$ cat src/rtl/alu_exec_if.sv
// Request/response bundle for the ALU execution unit: requester side is master,
// the unit itself is slave.
interface alu_exec_if #(
    parameter int DATA_WIDTH = 32,
    parameter int OP_WIDTH   = 10,
    parameter int RD_WIDTH   = 5
);
    logic                  flush;
    logic                  in_valid;
    logic                  in_ready;
    logic [OP_WIDTH-1:0]   alu_operation;
    logic [DATA_WIDTH-1:0] alu_mask;
    logic [DATA_WIDTH-1:0] src1;
    logic [DATA_WIDTH-1:0] src2;
    logic [RD_WIDTH-1:0]   rd_in;
    logic                  out_valid;
    logic                  out_ready;
    logic [DATA_WIDTH-1:0] result;
    logic [RD_WIDTH-1:0]   rd_out;
    logic                  op_err;

    modport master (
        output flush, in_valid, alu_operation, alu_mask, src1, src2, rd_in, out_ready,
        input  in_ready, out_valid, result, rd_out, op_err
    );

    modport slave (
        input  flush, in_valid, alu_operation, alu_mask, src1, src2, rd_in, out_ready,
        output in_ready, out_valid, result, rd_out, op_err
    );
endinterface

$ cat src/rtl/alu_exec_unit.sv
// Single-issue ALU with one-hot op select; shifts run serially one bit per cycle,
// everything else completes in one cycle into a registered, masked result.
module alu_exec_unit #(
    parameter int DATA_WIDTH = 32,
    parameter int OP_WIDTH   = 10,
    parameter int RD_WIDTH   = 5
) (
    input logic       clk,
    input logic       rst,
    alu_exec_if.slave bus
);
    typedef enum logic [1:0] {IDLE, SHIFT, DONE} state_t;
    typedef enum logic [1:0] {SH_LL, SH_RL, SH_RA} shift_kind_t;

    state_t                state;
    shift_kind_t           shift_kind;
    logic [DATA_WIDTH-1:0] work;
    logic [DATA_WIDTH-1:0] mask_q;
    logic [RD_WIDTH-1:0]   rd_q;
    logic [4:0]            count;

    logic                  accept;
    logic                  op_onehot;
    logic                  is_shift;
    logic [4:0]            shamt;
    logic [DATA_WIDTH-1:0] alu_value;
    logic [DATA_WIDTH-1:0] shift_next;

    assign bus.in_ready = (state == IDLE) || ((state == DONE) && bus.out_ready);
    assign accept       = bus.in_valid && bus.in_ready;
    assign shamt        = bus.src2[4:0];
    assign is_shift     = |bus.alu_operation[5:3];
    assign op_onehot    = (bus.alu_operation != '0) &&
                          ((bus.alu_operation & (bus.alu_operation - OP_WIDTH'(1))) == '0);

    // Single-cycle datapath; a shift only lands here when its amount is zero.
    always_comb begin
        alu_value = '0;
        if (bus.alu_operation[0])      alu_value = bus.src1 + bus.src2;
        else if (bus.alu_operation[1]) alu_value = bus.src1 - bus.src2;
        else if (bus.alu_operation[2]) alu_value = bus.src1 ^ bus.src2;
        else if (is_shift)             alu_value = bus.src1;
        else if (bus.alu_operation[6]) alu_value = bus.src1 | bus.src2;
        else if (bus.alu_operation[7]) alu_value = bus.src1 & bus.src2;
        else if (bus.alu_operation[8])
            alu_value = {{(DATA_WIDTH-1){1'b0}}, ($signed(bus.src1) < $signed(bus.src2))};
        else if (bus.alu_operation[9])
            alu_value = {{(DATA_WIDTH-1){1'b0}}, (bus.src1 < bus.src2)};
    end

    always_comb begin
        case (shift_kind)
            SH_LL:   shift_next = work << 1;
            SH_RL:   shift_next = work >> 1;
            default: shift_next = {work[DATA_WIDTH-1], work[DATA_WIDTH-1:1]};
        endcase
    end

    // Flush outranks a same-cycle accept; a new accept in DONE replaces the old result.
    always_ff @(posedge clk or posedge rst) begin
        if (rst) begin
            state         <= IDLE;
            shift_kind    <= SH_LL;
            work          <= '0;
            mask_q        <= '0;
            rd_q          <= '0;
            count         <= '0;
            bus.out_valid <= 1'b0;
            bus.result    <= '0;
            bus.rd_out    <= '0;
            bus.op_err    <= 1'b0;
        end else if (bus.flush) begin
            state         <= IDLE;
            count         <= '0;
            bus.out_valid <= 1'b0;
            bus.op_err    <= 1'b0;
        end else if (accept) begin
            mask_q <= bus.alu_mask;
            rd_q   <= bus.rd_in;
            if (!op_onehot) begin
                bus.result    <= '0;
                bus.rd_out    <= bus.rd_in;
                bus.op_err    <= 1'b1;
                bus.out_valid <= 1'b1;
                state         <= DONE;
            end else if (is_shift && (shamt != 5'd0)) begin
                work          <= bus.src1;
                count         <= shamt;
                shift_kind    <= bus.alu_operation[3] ? SH_LL :
                                 bus.alu_operation[4] ? SH_RL : SH_RA;
                bus.op_err    <= 1'b0;
                bus.out_valid <= 1'b0;
                state         <= SHIFT;
            end else begin
                bus.result    <= alu_value & bus.alu_mask;
                bus.rd_out    <= bus.rd_in;
                bus.op_err    <= 1'b0;
                bus.out_valid <= 1'b1;
                state         <= DONE;
            end
        end else begin
            case (state)
                SHIFT: begin
                    work  <= shift_next;
                    count <= count - 5'd1;
                    if (count == 5'd1) begin
                        bus.result    <= shift_next & mask_q;
                        bus.rd_out    <= rd_q;
                        bus.out_valid <= 1'b1;
                        state         <= DONE;
                    end
                end
                DONE: begin
                    if (bus.out_ready) begin
                        bus.out_valid <= 1'b0;
                        state         <= IDLE;
                    end
                end
                default: ;
            endcase
        end
    end
endmodule
$ cat src/flat_wrapper.sv
// flat-port wrapper written by rule: the top's interface ports become plain ports
module alu_exec_unit_flat 
#(
    parameter int DATA_WIDTH = 32,
    parameter int OP_WIDTH   = 10,
    parameter int RD_WIDTH   = 5
)
  (clk, rst, bus_flush, bus_in_valid, bus_alu_operation, bus_alu_mask, bus_src1, bus_src2, bus_rd_in, bus_out_ready, bus_in_ready, bus_out_valid, bus_result, bus_rd_out, bus_op_err);
  alu_exec_if #(.DATA_WIDTH(DATA_WIDTH), .OP_WIDTH(OP_WIDTH), .RD_WIDTH(RD_WIDTH)) bus_i ();
  input logic clk;
  input logic rst;
  input wire logic [$bits(bus_i.flush)-1:0] bus_flush;
  input wire logic [$bits(bus_i.in_valid)-1:0] bus_in_valid;
  input wire logic [$bits(bus_i.alu_operation)-1:0] bus_alu_operation;
  input wire logic [$bits(bus_i.alu_mask)-1:0] bus_alu_mask;
  input wire logic [$bits(bus_i.src1)-1:0] bus_src1;
  input wire logic [$bits(bus_i.src2)-1:0] bus_src2;
  input wire logic [$bits(bus_i.rd_in)-1:0] bus_rd_in;
  input wire logic [$bits(bus_i.out_ready)-1:0] bus_out_ready;
  output wire logic [$bits(bus_i.in_ready)-1:0] bus_in_ready;
  output wire logic [$bits(bus_i.out_valid)-1:0] bus_out_valid;
  output wire logic [$bits(bus_i.result)-1:0] bus_result;
  output wire logic [$bits(bus_i.rd_out)-1:0] bus_rd_out;
  output wire logic [$bits(bus_i.op_err)-1:0] bus_op_err;
  assign bus_i.flush = bus_flush;
  assign bus_i.in_valid = bus_in_valid;
  assign bus_i.alu_operation = bus_alu_operation;
  assign bus_i.alu_mask = bus_alu_mask;
  assign bus_i.src1 = bus_src1;
  assign bus_i.src2 = bus_src2;
  assign bus_i.rd_in = bus_rd_in;
  assign bus_i.out_ready = bus_out_ready;
  assign bus_in_ready = bus_i.in_ready;
  assign bus_out_valid = bus_i.out_valid;
  assign bus_result = bus_i.result;
  assign bus_rd_out = bus_i.rd_out;
  assign bus_op_err = bus_i.op_err;
  alu_exec_unit #(.DATA_WIDTH(DATA_WIDTH), .OP_WIDTH(OP_WIDTH), .RD_WIDTH(RD_WIDTH)) u_core (.clk(clk), .rst(rst), .bus(bus_i));
endmodule
$ cat config.mk
export PLATFORM = sky130hd
export DESIGN_NAME = alu_exec_unit_flat
export DESIGN_NICKNAME = d
export VERILOG_FILES = /design/src/rtl/alu_exec_if.sv /design/src/rtl/alu_exec_unit.sv /design/src/flat_wrapper.sv
export SDC_FILE = /design/constraint.sdc
export NUM_CORES = 1
export LEC_CHECK = 0
export CORE_MARGIN = 4
export CORE_UTILIZATION = 57
export DETAILED_ROUTE_END_ITERATION = 10
export PLACE_DENSITY = 0.82
export SLEW_MARGIN = 20
export SYNTH_ARGS = -nofsm -noshare
export SYNTH_HDL_FRONTEND = slang
export SYNTH_SLANG_ARGS = --single-unit
$ cat constraint.sdc
create_clock -name clk -period 5.35 [get_ports clk]
set_input_delay 1.3375 -clock clk [delete_from_list [all_inputs] [get_ports clk]]
set_output_delay 1.3375 -clock clk [all_outputs]
set_load 0.005 [all_outputs]
==> results of run 1 <==
[sequential cells by signal, summed over array words and instances, names as in the netlist]
signal / count
u_core.work: 32
u_core.rd_q: 5
u_core.bus.op_err: 1
u_core.state: 2
u_core.count: 5
u_core.shift_kind: 2
u_core.mask_q: 32
u_core.bus.result: 32
u_core.bus.rd_out: 5
[logic make-up after synthesis]
group | Yosys count
buffers and inverters | 211
adder cells (fa/ha/maj) | 100
multiplexers | 46
flip-flops | 116
AO/OA/AOI/OAI | 555
AND/OR/NAND/NOR | 459
XOR/XNOR | 19
[power breakdown]
group          switching [mW]  internal [mW]
combinational           0.642          0.484
clock                   0.500          0.702
sequential             0.0803          0.997
[critical path: stages]
cell and delay [ns]:
clkdlybuf4s50_1 0.57, inv_1 0.09, ha_1 0.20, inv_1 0.07, fa_1 0.20, nor2b_1 0.21
o311ai_1 0.16, a2111oi_0 0.63, buf_4 0.22, o21ai_1 0.10, o21ai_0 0.50, a211o_1 0.24
nand3_1 0.13, a31oi_1 0.18, o221ai_1 0.13
[layout make-up]
| type | instances | share of cell area, % |
|---|---|---|
| Inverter | 108 | 2.955 |
| Sequential cell | 116 | 21.03 |
| Timing Repair Buffer | 202 | 13.89 |
| Tap cell | 265 | 2.402 |
| Clock inverter | 14 | 1.097 |
| Clock buffer | 18 | 3.181 |
| Multi-Input combinational cell | 1179 | 55.45 |
[layer usage]
metal,part of all wire [%],GRT usage [%],vias to the layer above
li1,-,-,5659
met1,39,49.15,5887
met2,46,63.48,778
met3,9.8,8.113,160
met4,5.2,19.13,0
met5,0,0,-
[cell usage in the layout (no fill, tap or decap), types with 6 or more instances in the layout]
cell type,count
nand2_1,183
clkdlybuf4s50_1,155
o21ai_0,153
a21oi_1,149
nor2_1,127
dfrtp_1,116
inv_1,105
ha_1,98
buf_4,46
mux2_2,40
nand3_1,28
o211ai_1,28
a31oi_1,23
a211oi_1,22
a21o_1,22
nor3_1,21
clkbuf_16,17
o311ai_0,16
xnor2_1,16
o21bai_1,16
nand2b_1,15
nand4_1,13
nor2b_1,13
o2111ai_1,12
and3_1,10
a32oi_1,10
or3_1,9
a221oi_1,9
o21a_1,8
nor4_1,8
o31ai_1,8
and2_1,6
a22oi_1,6
mux2i_1,6
a211o_1,6
a221o_1,6
[through the flow]
step           hold slack, ns  worst slack (ns)  std cells  utilization (%)  total power [mW]
2_1_floorplan          0.4497            0.9401       1506                -             1.734
3_3_place_gp           0.4609            0.4023       1870            67.67             2.163
3_5_place_dp           0.4702            0.3225       1870            67.67             2.184
4_1_cts                0.4845            0.7597       1902            70.70             3.371
5_1_grt                0.4939            0.4756       1902            70.70             3.540
6_report               0.4799            0.6522       1902            70.70             3.406
[worst min-delay path by stage]
stage          cells past startpoint                                to  slack [ns]
6_report                           2  u_core.bus.result[1]$_DFFE_PP0P_        0.48
3_5_place_dp                       2  u_core.bus.result[6]$_DFFE_PP0P_        0.47
4_1_cts                            2  u_core.bus.result[6]$_DFFE_PP0P_        0.48
3_3_place_gp                       2  u_core.bus.result[6]$_DFFE_PP0P_        0.46
2_1_floorplan                      2        u_core.work[0]$_DFFE_PP0P_        0.45
5_1_grt                            2  u_core.bus.result[1]$_DFFE_PP0P_        0.49
==> reports/metrics.cfg, run 1 <==
[status]
status = finished clean

[grt]
grt_max_degree = 76
antenna_found_initial = 0
grt_overflow_total = 0
grt_pass1_vias = 12101
track_usage_pct = 38.92
grt_pass1_wl_mm = 67.43

[setup_path]
startpoint_type = input pin
critPathKind = in -> reg
ff2ff_setup_slack_ns = 2.53
r2r-start = u_core.state[1]$_DFFE_PP0P_
reg2regPathDepth = 9
end_kind = flop
worstSetupEndpoint = u_core.bus.result[0]$_DFFE_PP0P_
path_max_fanout = 5
r2r-end = u_core.work[3]$_DFFE_PP0P_
worstPathArrival_ns = 4.98
required_ns = 5.63
crit_path_start = bus_src1[0]

[clock_tree]
cts_resized = 0
cts-buffers-inserted = 17
post_cts_buffers = 0
clockBufferDepth = 2
cts_num_sinks = 116
cts_hold_buf = 0
clk_latency_ns = 0.44
clock-root-buffer = clkbuf_16
htreeDepth = 4
path_clk_slew_ns = 0.07
cts_tree = yes

[logic_synthesis]
postSynthAreaPerCell_um2 = 7.552
synthFlopType = dfrtp_1
synthXorXnorAreaFrac_pct = 1.463
yosys-top-cells-count = 183 x nand2_1, 153 x o21ai_0, 149 x a21oi_1, 129 x nor2_1, 116 x dfrtp_1
synth-compound-area-share_pct = 31.60
syn_inst = 1506
synth_top_area_cell = dfrtp_1
synth_top_family_by_area = compound AO/OA/AOI/OAI gates
synth_edf_count = 0
synth-seq-area-share_pct = 25.52
synthArstFlopShare_pct = 100.0
yosys.area_share.adder_pct = 11.13
synthSimpleGateAreaFrac_pct = 18.32
synth_fp_nets = 1722
synthTopCellsByArea = dfrtp_1 26%, ha_1 11%, o21ai_0 6.7%
synth_most_common_cell = nand2_1
syn_area_um2 = 11370
synth_mux_area_share_pct = 4.488
synth_cell_types = 83
yosys_warnings = 0
ys_ff_latch = 116
synth_top_cell_area_share_pct = 25.52

[cells_and_area]
drive_gt1_share_pct = 9.224
stdcell_area_um2 = 13800
nNetsFinal = 1840
n_antenna_cell = 0
area_delta_synth_final_pct = 21.38
fill_cells = 1612
seqCellArea_um2 = 2903
multiInputGateArea_um2 = 7655

[timing]
slew_headroom_pct = 29.25
finalHoldViolations = 0
worst_pin_slew_ns = 1.059
totalNegativeSetupSlack_ns = 0
rsz0062_at_grt = no
maxSlewViolCount = 0
post-route-period-util_pct = 87.81
max_freq_ghz = 0.2129
layout_min_cycle_time_ns = 4.698
setup_viol = 0
skew_ns = 0.01098

[placed_design]
hpwl_mm = 31.52
place_congestion = 1.002
place_area_um2 = 13210
io_buffers = 155

[detailed_routing]
routed_wl_mm = 44.07
dr.pass1.iters = 5
drt-wirelength-per-cell_um = 23.17
vias = 12484
vias_per_cell = 6.564
drc = 0
drt_iter0_markers = 1525
ant_nets = 0

[power_and_ir_drop]
p_per_area_nw_per_um2 = 246.7
peakVddDrop_mv = 0.2193
p_leak_nw = 5.878

[die]
core_um2 = 19530
die_h_um = 149.3
fp.dieArea_um2 = 22280
row_count = 51
initial_core_util_pct = 58.25
num_io_pins = 156
die_w_um = 149.3

[min_path]
holdCritPathClass = reg -> reg
worst_hold_startpoint = u_core.bus.result[1]$_DFFE_PP0P_

[flow_run]
drv_cap = 0

(Power assumes the default switching activity.)
==> run 2, diff against run 1 <==
--- a/config.mk
+++ b/config.mk
@@ -5,8 +5,10 @@
 export SDC_FILE = /design/constraint.sdc
 export NUM_CORES = 1
 export LEC_CHECK = 0
+export CELL_PAD_IN_SITES_DETAIL_PLACEMENT = 0
+export CELL_PAD_IN_SITES_GLOBAL_PLACEMENT = 1
 export CORE_MARGIN = 4
-export CORE_UTILIZATION = 57
+export CORE_UTILIZATION = 42
 export DETAILED_ROUTE_END_ITERATION = 10
 export PLACE_DENSITY = 0.82
 export SLEW_MARGIN = 20
==> run 2 against run 1 <==
Compared with the run above: global-route usage down 8.9 points; wire length up 4.4%; non-clock buffer count up 2; combinational power about the same; sequential cell count unchanged; sequential share of layout area down 0.20 points; die area up 34%.
==> reports/metrics.cfg, run 2 (synthesis gave the netlist of run 1 again) <==
[status]
status = finished clean

[placed_design]
place_congestion = 0.9850  ; -1.7%
hpwl_mm = 33.48  ; +6.2%
dp_cells = 1942  ; +3.9%
io_buffers = 155  ; unchanged

[cells_and_area]
area_delta_synth_final_pct = 22.53
n_antenna_cell = 0  ; unchanged
nNetsFinal = 1842  ; +0.11%
top_regs = u_core.bus.result: 32 flops, u_core.mask_q: 32 flops, u_core.work: 32 flops
stdcell_count = 1973  ; +3.7%
final_common_cell = nand2_1
drive_gt1_share_pct = 9.341  ; +0.12 points
mostFrequentLayoutCells = 183 x nand2_1, 154 x clkdlybuf4s50_1, 153 x o21ai_0

[setup_path]
path_max_fanout = 5  ; unchanged
required_ns = 5.66  ; +0.03 ns
r2r-end = u_core.bus.result[18]$_DFFE_PP0P_
reg2regPathDepth = 6  ; -3
slowest_stage = clkdlybuf4s50_1
startpoint_type = input pin
ff2ff_setup_slack_ns = 2.52  ; about the same
r2r-start = u_core.shift_kind[0]$_DFFE_PP0P_
crit_chain = clkdlybuf4s50_1 -> inv_1 -> ha_1 -> inv_1 -> fa_1 -> nor2b_1 -> o311ai_1 -> a2111oi_0 -> buf_4 -> o21ai_1 -> o21ai_0 -> a211o_1 -> o21ai_0 -> a21oi_1 -> a21bo_1
end_kind = flop
worstPathArrival_ns = 4.88  ; -0.10 ns
critPathKind = in -> reg
max_stage_delay_ns = 0.50  ; -0.13 ns

[grt]
grt_max_degree = 69  ; -9.2%
grt_pass1_wl_mm = 71.44  ; +6.0%
grt_pass1_vias = 11983  ; -0.98%
track_usage_pct = 30.04  ; -8.9 points
antenna_found_initial = 0  ; unchanged
grt_overflow_total = 0  ; unchanged

[die]
row_count = 59  ; +16%
core_um2 = 26350  ; +35%
die_w_um = 172.6  ; +16%
initial_core_util_pct = 43.16  ; -15 points
fp.dieArea_um2 = 29780  ; +34%
num_io_pins = 156  ; unchanged
die_h_um = 172.6  ; +16%

[clock_tree]
cts_resized = 0  ; unchanged
cts-buffers-inserted = 17  ; unchanged
post_cts_buffers = 0  ; unchanged
cts_tree = yes
htreeDepth = 4  ; unchanged
clock-root-buffer = clkbuf_16
cts_hold_buf = 0  ; unchanged
cts_num_sinks = 116  ; unchanged
clk_latency_ns = 0.43  ; about the same
path_clk_slew_ns = 0.06  ; about the same
clockBufferDepth = 2  ; unchanged

[min_path]
holdCritPathClass = reg -> reg
whs_path_depth = 2  ; unchanged
min_to = u_core.bus.result[3]$_DFFE_PP0P_
worst_hold_startpoint = u_core.bus.result[3]$_DFFE_PP0P_

[timing]
layout_min_cycle_time_ns = 4.563  ; -0.1348 ns
totalNegativeSetupSlack_ns = 0  ; unchanged
finalHoldViolations = 0  ; unchanged
max_freq_ghz = 0.2192  ; +3.0%
setup_viol = 0  ; unchanged
holdWs_ns = 0.4843  ; +0.004386 ns
rsz0062_at_grt = no
slew_headroom_pct = 34.35  ; +5.1 points
worst_pin_slew_ns = 0.9823  ; -0.07637 ns
skew_ns = 0.01197  ; +0.0009830 ns
maxSlewViolCount = 0  ; unchanged
post-route-period-util_pct = 85.29  ; -2.5 points

[power_and_ir_drop]
finalPower_mw = 3.442  ; +1.1%
combPwrFrac_pct = 32.9  ; -0.2 points
internal_power_mw = 2.219  ; +1.7%
power_frac_seq_pct = 31.4  ; -0.2 points
switching_power_mw = 1.223  ; about the same
clock_power_share_pct = 35.7  ; +0.4 points
p_per_area_nw_per_um2 = 247.0  ; +0.13%
switching_share_pct = 35.53  ; -0.38 points
peakVddDrop_mv = 0.1742  ; -21%
p_leak_nw = 5.909  ; +0.52%

[flow_run]
drv_cap = 0  ; unchanged

[detailed_routing]
drt_iter0_markers = 1159  ; -24%
vias = 12309  ; -1.4%
ant_nets = 0  ; unchanged
drt-wirelength-per-cell_um = 23.31  ; +0.60%
routed_wl_mm = 45.99  ; +4.4%
vias_per_cell = 6.239  ; -4.9%
drc = 0  ; unchanged
dr.pass1.iters = 6  ; +1

==> run 2: changes by cell type in the layout (fill, tap and decap cells not counted), sizes merged <==
cell / before / now
clkbuf: 18 / 17
inv: 109 / 110
bufinv: 2 / 3
buf: 47 / 50
clkinvlp: 5 / 3
clkdlybuf4s50: 155 / 154
==> run 2: worst max path at each step <==
stage / startpoint / end / depth (start not counted)
after detailed placement: bus_src1[0] / u_core.bus.result[24]$_DFFE_PP0P_ / 15
after floorplan: rst / u_core.bus.op_err$_DFFE_PP0P_ / 1
after global routing: bus_src1[0] / u_core.bus.result[24]$_DFFE_PP0P_ / 15
final: bus_src1[0] / u_core.bus.result[24]$_DFFE_PP0P_ / 15
after global placement: bus_src1[0] / u_core.bus.result[24]$_DFFE_PP0P_ / 15
after CTS: bus_src1[0] / u_core.bus.result[24]$_DFFE_PP0P_ / 15
==> run 2: through the flow <==
stage	cell area [um2]	setup slack [ns]	util [%]
2_1_floorplan	11370	0.9401	-
5_1_grt	13940	0.4548	52.88
3_5_place_dp	13330	0.4033	50.59
4_1_cts	13940	0.8156	52.88
6_report	13940	0.7870	52.88
3_3_place_gp	13330	0.4729	50.59
==> run 2: area by class of cell <==
cell class	count	area, um2
clock inverter	14	178.9
inverter	108	407.9
timing repair buffer	204	1952
multi-input combinational	1179	7650
sequential	116	2903
tap	335	419.2
clock buffer	17	425.4
fill	2542	12420
==> run 2: critical path: cells and delay by family <==
kind / cells / cell delay [ns]
buf+inv: 4 / 0.87
compound gates: 8 / 1.88
fa+ha+maj: 2 / 0.59
simple gates: 1 / 0.17
==> run 2: layer usage <==
metal | track usage [%] | share of wire (%) | wire length, um
met3 | 5.393 | 8.4 | 3841
met1 | 40.31 | 42 | 19340
met4 | 10.78 | 3.9 | 1798
met2 | 48.90 | 46 | 21010
met5 | 0 | 0 | 0
==> run 2: power by group through the flow <==
stage / Combinational, mW / Clock [mW] / Sequential (mW)
3_5_place_dp: 1.11 / 0 / 1.09
4_1_cts: 1.12 / 1.24 / 1.08
3_3_place_gp: 1.10 / 0 / 1.09
6_report: 1.13 / 1.23 / 1.08
5_1_grt: 1.24 / 1.28 / 1.09
2_1_floorplan: 0.665 / 0 / 1.07
==> run 3, diff against run 2 <==
--- a/config.mk
+++ b/config.mk
@@ -10,7 +10,7 @@
 export CORE_MARGIN = 4
 export CORE_UTILIZATION = 42
 export DETAILED_ROUTE_END_ITERATION = 10
-export PLACE_DENSITY = 0.82
+export PLACE_DENSITY = 0.8
 export SLEW_MARGIN = 20
 export SYNTH_ARGS = -nofsm -noshare
 export SYNTH_HDL_FRONTEND = slang
==> run 3 against run 2 <==
Compared with the run above: power up 3.4%; utilization up 0.066 points; critical path depth unchanged; sequential power about the same; first-iteration DRC count up 3.2%.
==> reports/metrics.cfg, run 3 (synthesis gave the netlist of run 1 again) <==
[setup_path]
startpoint_type = input pin
required_ns = 5.67  ; about the same
critPathKind = in -> reg
path_buf_inv = 4  ; unchanged
slowest_stage = clkdlybuf4s50_1
critPathTopFamily = compound AO/OA/AOI/OAI gates
crit_chain = clkdlybuf4s50_1 -> inv_1 -> ha_1 -> inv_1 -> fa_1 -> nor2b_1 -> o311ai_1 -> a2111oi_0 -> buf_4 -> o21ai_1 -> o21ai_0 -> a211o_1 -> o21ai_0 -> a21oi_1 -> a21bo_1
end_kind = flop
max_stage_delay_ns = 0.52  ; +0.02 ns
path_max_fanout = 5  ; unchanged
ff2ff_setup_slack_ns = 2.51  ; about the same
r2r-end = u_core.bus.result[16]$_DFFE_PP0P_
reg2regPathDepth = 8  ; +2
r2r-start = u_core.shift_kind[0]$_DFFE_PP0P_
worstPathArrival_ns = 4.78  ; -0.10 ns

[die]
die_w_um = 172.6  ; unchanged
fp.dieArea_um2 = 29780  ; unchanged
initial_core_util_pct = 43.16  ; unchanged
num_io_pins = 156  ; unchanged
row_count = 59  ; unchanged
core_um2 = 26350  ; unchanged
die_h_um = 172.6  ; unchanged

[clock_tree]
cts_resized = 0  ; unchanged
htreeDepth = 4  ; unchanged
post_cts_buffers = 0  ; unchanged
cts_hold_buf = 0  ; unchanged
clock-root-buffer = clkbuf_16
cts_tree = yes
clk_latency_ns = 0.43  ; about the same
clockBufferDepth = 2  ; unchanged
path_clk_slew_ns = 0.07  ; about the same
cts-buffers-inserted = 17  ; unchanged
cts_num_sinks = 116  ; unchanged

[placed_design]
place_area_um2 = 13300  ; -0.24%
place_congestion = 0.9513  ; -3.4%
hpwl_mm = 33.65  ; +0.51%
io_buffers = 155  ; unchanged

[timing]
rsz0062_at_grt = no
post-route-period-util_pct = 83.39  ; -1.9 points
max_freq_ghz = 0.2241  ; +2.3%
slew_headroom_pct = 31.99  ; -2.4 points
totalNegativeSetupSlack_ns = 0  ; unchanged
worst_pin_slew_ns = 1.019  ; +0.03668 ns
setup_viol = 0  ; unchanged
layout_min_cycle_time_ns = 4.461  ; -0.1016 ns
skew_ns = 0.01503  ; +0.003064 ns
finalHoldViolations = 0  ; unchanged
maxSlewViolCount = 0  ; unchanged

[power_and_ir_drop]
p_leak_nw = 5.923  ; +0.25%
finalPower_mw = 3.559  ; +3.4%
p_per_area_nw_per_um2 = 255.1  ; +3.3%
peakVddDrop_mv = 0.1805  ; +3.6%

[cells_and_area]
mostFrequentLayoutCells = 183 x nand2_1, 154 x clkdlybuf4s50_1, 153 x o21ai_0
final_common_cell = nand2_1
nNetsFinal = 1841  ; -0.054%
drive_gt1_share_pct = 9.285  ; -0.055 points
fill_cells = 2598  ; +2.2%
stdcell_area_um2 = 13950  ; +0.13%
area_delta_synth_final_pct = 22.68
top_regs = u_core.bus.result: 32 flops, u_core.mask_q: 32 flops, u_core.work: 32 flops

[status]
status = finished clean

[grt]
grt_pass1_vias = 11718  ; -2.2%
grt.met3_usage_pct = 5.175  ; -0.22 points
use_met2_pct = 49.54  ; +0.64 points
grt_pass1_wl_mm = 71.48  ; about the same
use_met1_pct = 40.48  ; +0.16 points
track_usage_pct = 30.25  ; +0.21 points
grt_busiest_layer = met2
antenna_found_initial = 0  ; unchanged
grt_max_degree = 63  ; -8.7%
grt_overflow_total = 0  ; unchanged

[detailed_routing]
drc = 0  ; unchanged
ant_nets = 0  ; unchanged
dr.pass1.iters = 6  ; unchanged
drt-wirelength-per-cell_um = 23.50  ; +0.82%
vias_per_cell = 6.191  ; -0.77%
drt_iter0_markers = 1196  ; +3.2%
routed_wl_mm = 46.37  ; +0.82%
vias = 12214  ; -0.77%

[min_path]
min_to = u_core.work[0]$_DFFE_PP0P_
worst_hold_startpoint = u_core.work[0]$_DFFE_PP0P_
whs_path_depth = 2  ; unchanged
holdCritPathClass = reg -> reg

[flow_run]
drv_cap = 0  ; unchanged

run 3: worst max-delay path by stage:
stage	end	cells past startpoint	start	slack, ns
floorplan	u_core.bus.op_err$_DFFE_PP0P_	1	rst	0.94
global placement	u_core.bus.result[24]$_DFFE_PP0P_	15	bus_src1[0]	0.51
detailed placement	u_core.bus.result[24]$_DFFE_PP0P_	15	bus_src1[0]	0.46
CTS	u_core.bus.result[24]$_DFFE_PP0P_	15	bus_src1[0]	0.91
global route	u_core.bus.result[24]$_DFFE_PP0P_	15	bus_src1[0]	0.60
finish	u_core.bus.result[24]$_DFFE_PP0P_	15	bus_src1[0]	0.89
run 3: layout make-up:
type                            count  area (um2)  share of cell area, %
Multi-Input combinational cell   1179        7650                  54.82
Sequential cell                   116        2903                  20.80
Timing Repair Buffer              203        1919                  13.76
Clock buffer                       17       425.4                  3.049
Tap cell                          335       419.2                  3.004
Inverter                          108       407.9                  2.923
Clock inverter                     14       226.5                  1.623
Antenna cell                        1       2.502                0.01793
run 3: routing by layer:
| layer | vias up | wire, um |
|---|---|---|
| li1 | 5648 | - |
| met2 | 574 | 21400 |
| met4 | 0 | 1621 |
| met5 | - | 0 |
| met3 | 107 | 3305 |
| met1 | 5885 | 20040 |
run 3: where the power goes:
| part | internal, mW | switching (mW) | leakage (nW) |
|---|---|---|---|
| Combinational | 0.485 | 0.651 | 4.19 |
| Clock | 0.833 | 0.513 | 0.316 |
| Sequential | 0.996 | 0.0810 | 1.42 |
| Total | 2.31 | 1.24 | 5.92 |
run 3: tightest hold or removal path, stage by stage (launching register included):
cell,delay [ns]
dfrtp_1,0.34
nand2_1,0.04
o21ai_0,0.06
run 3: through the flow:
| stage | setup slack, ns | hold WS [ns] | utilization (%) | std cells |
|---|---|---|---|---|
| 2_1_floorplan | 0.9401 | 0.4497 | - | 1506 |
| 3_3_place_gp | 0.5092 | 0.4653 | 50.46 | 1941 |
| 3_5_place_dp | 0.4616 | 0.4710 | 50.46 | 1941 |
| 4_1_cts | 0.9068 | 0.4858 | 52.94 | 1972 |
| 5_1_grt | 0.5994 | 0.5255 | 52.94 | 1972 |
| 6_report | 0.8886 | 0.4819 | 52.95 | 1973 |
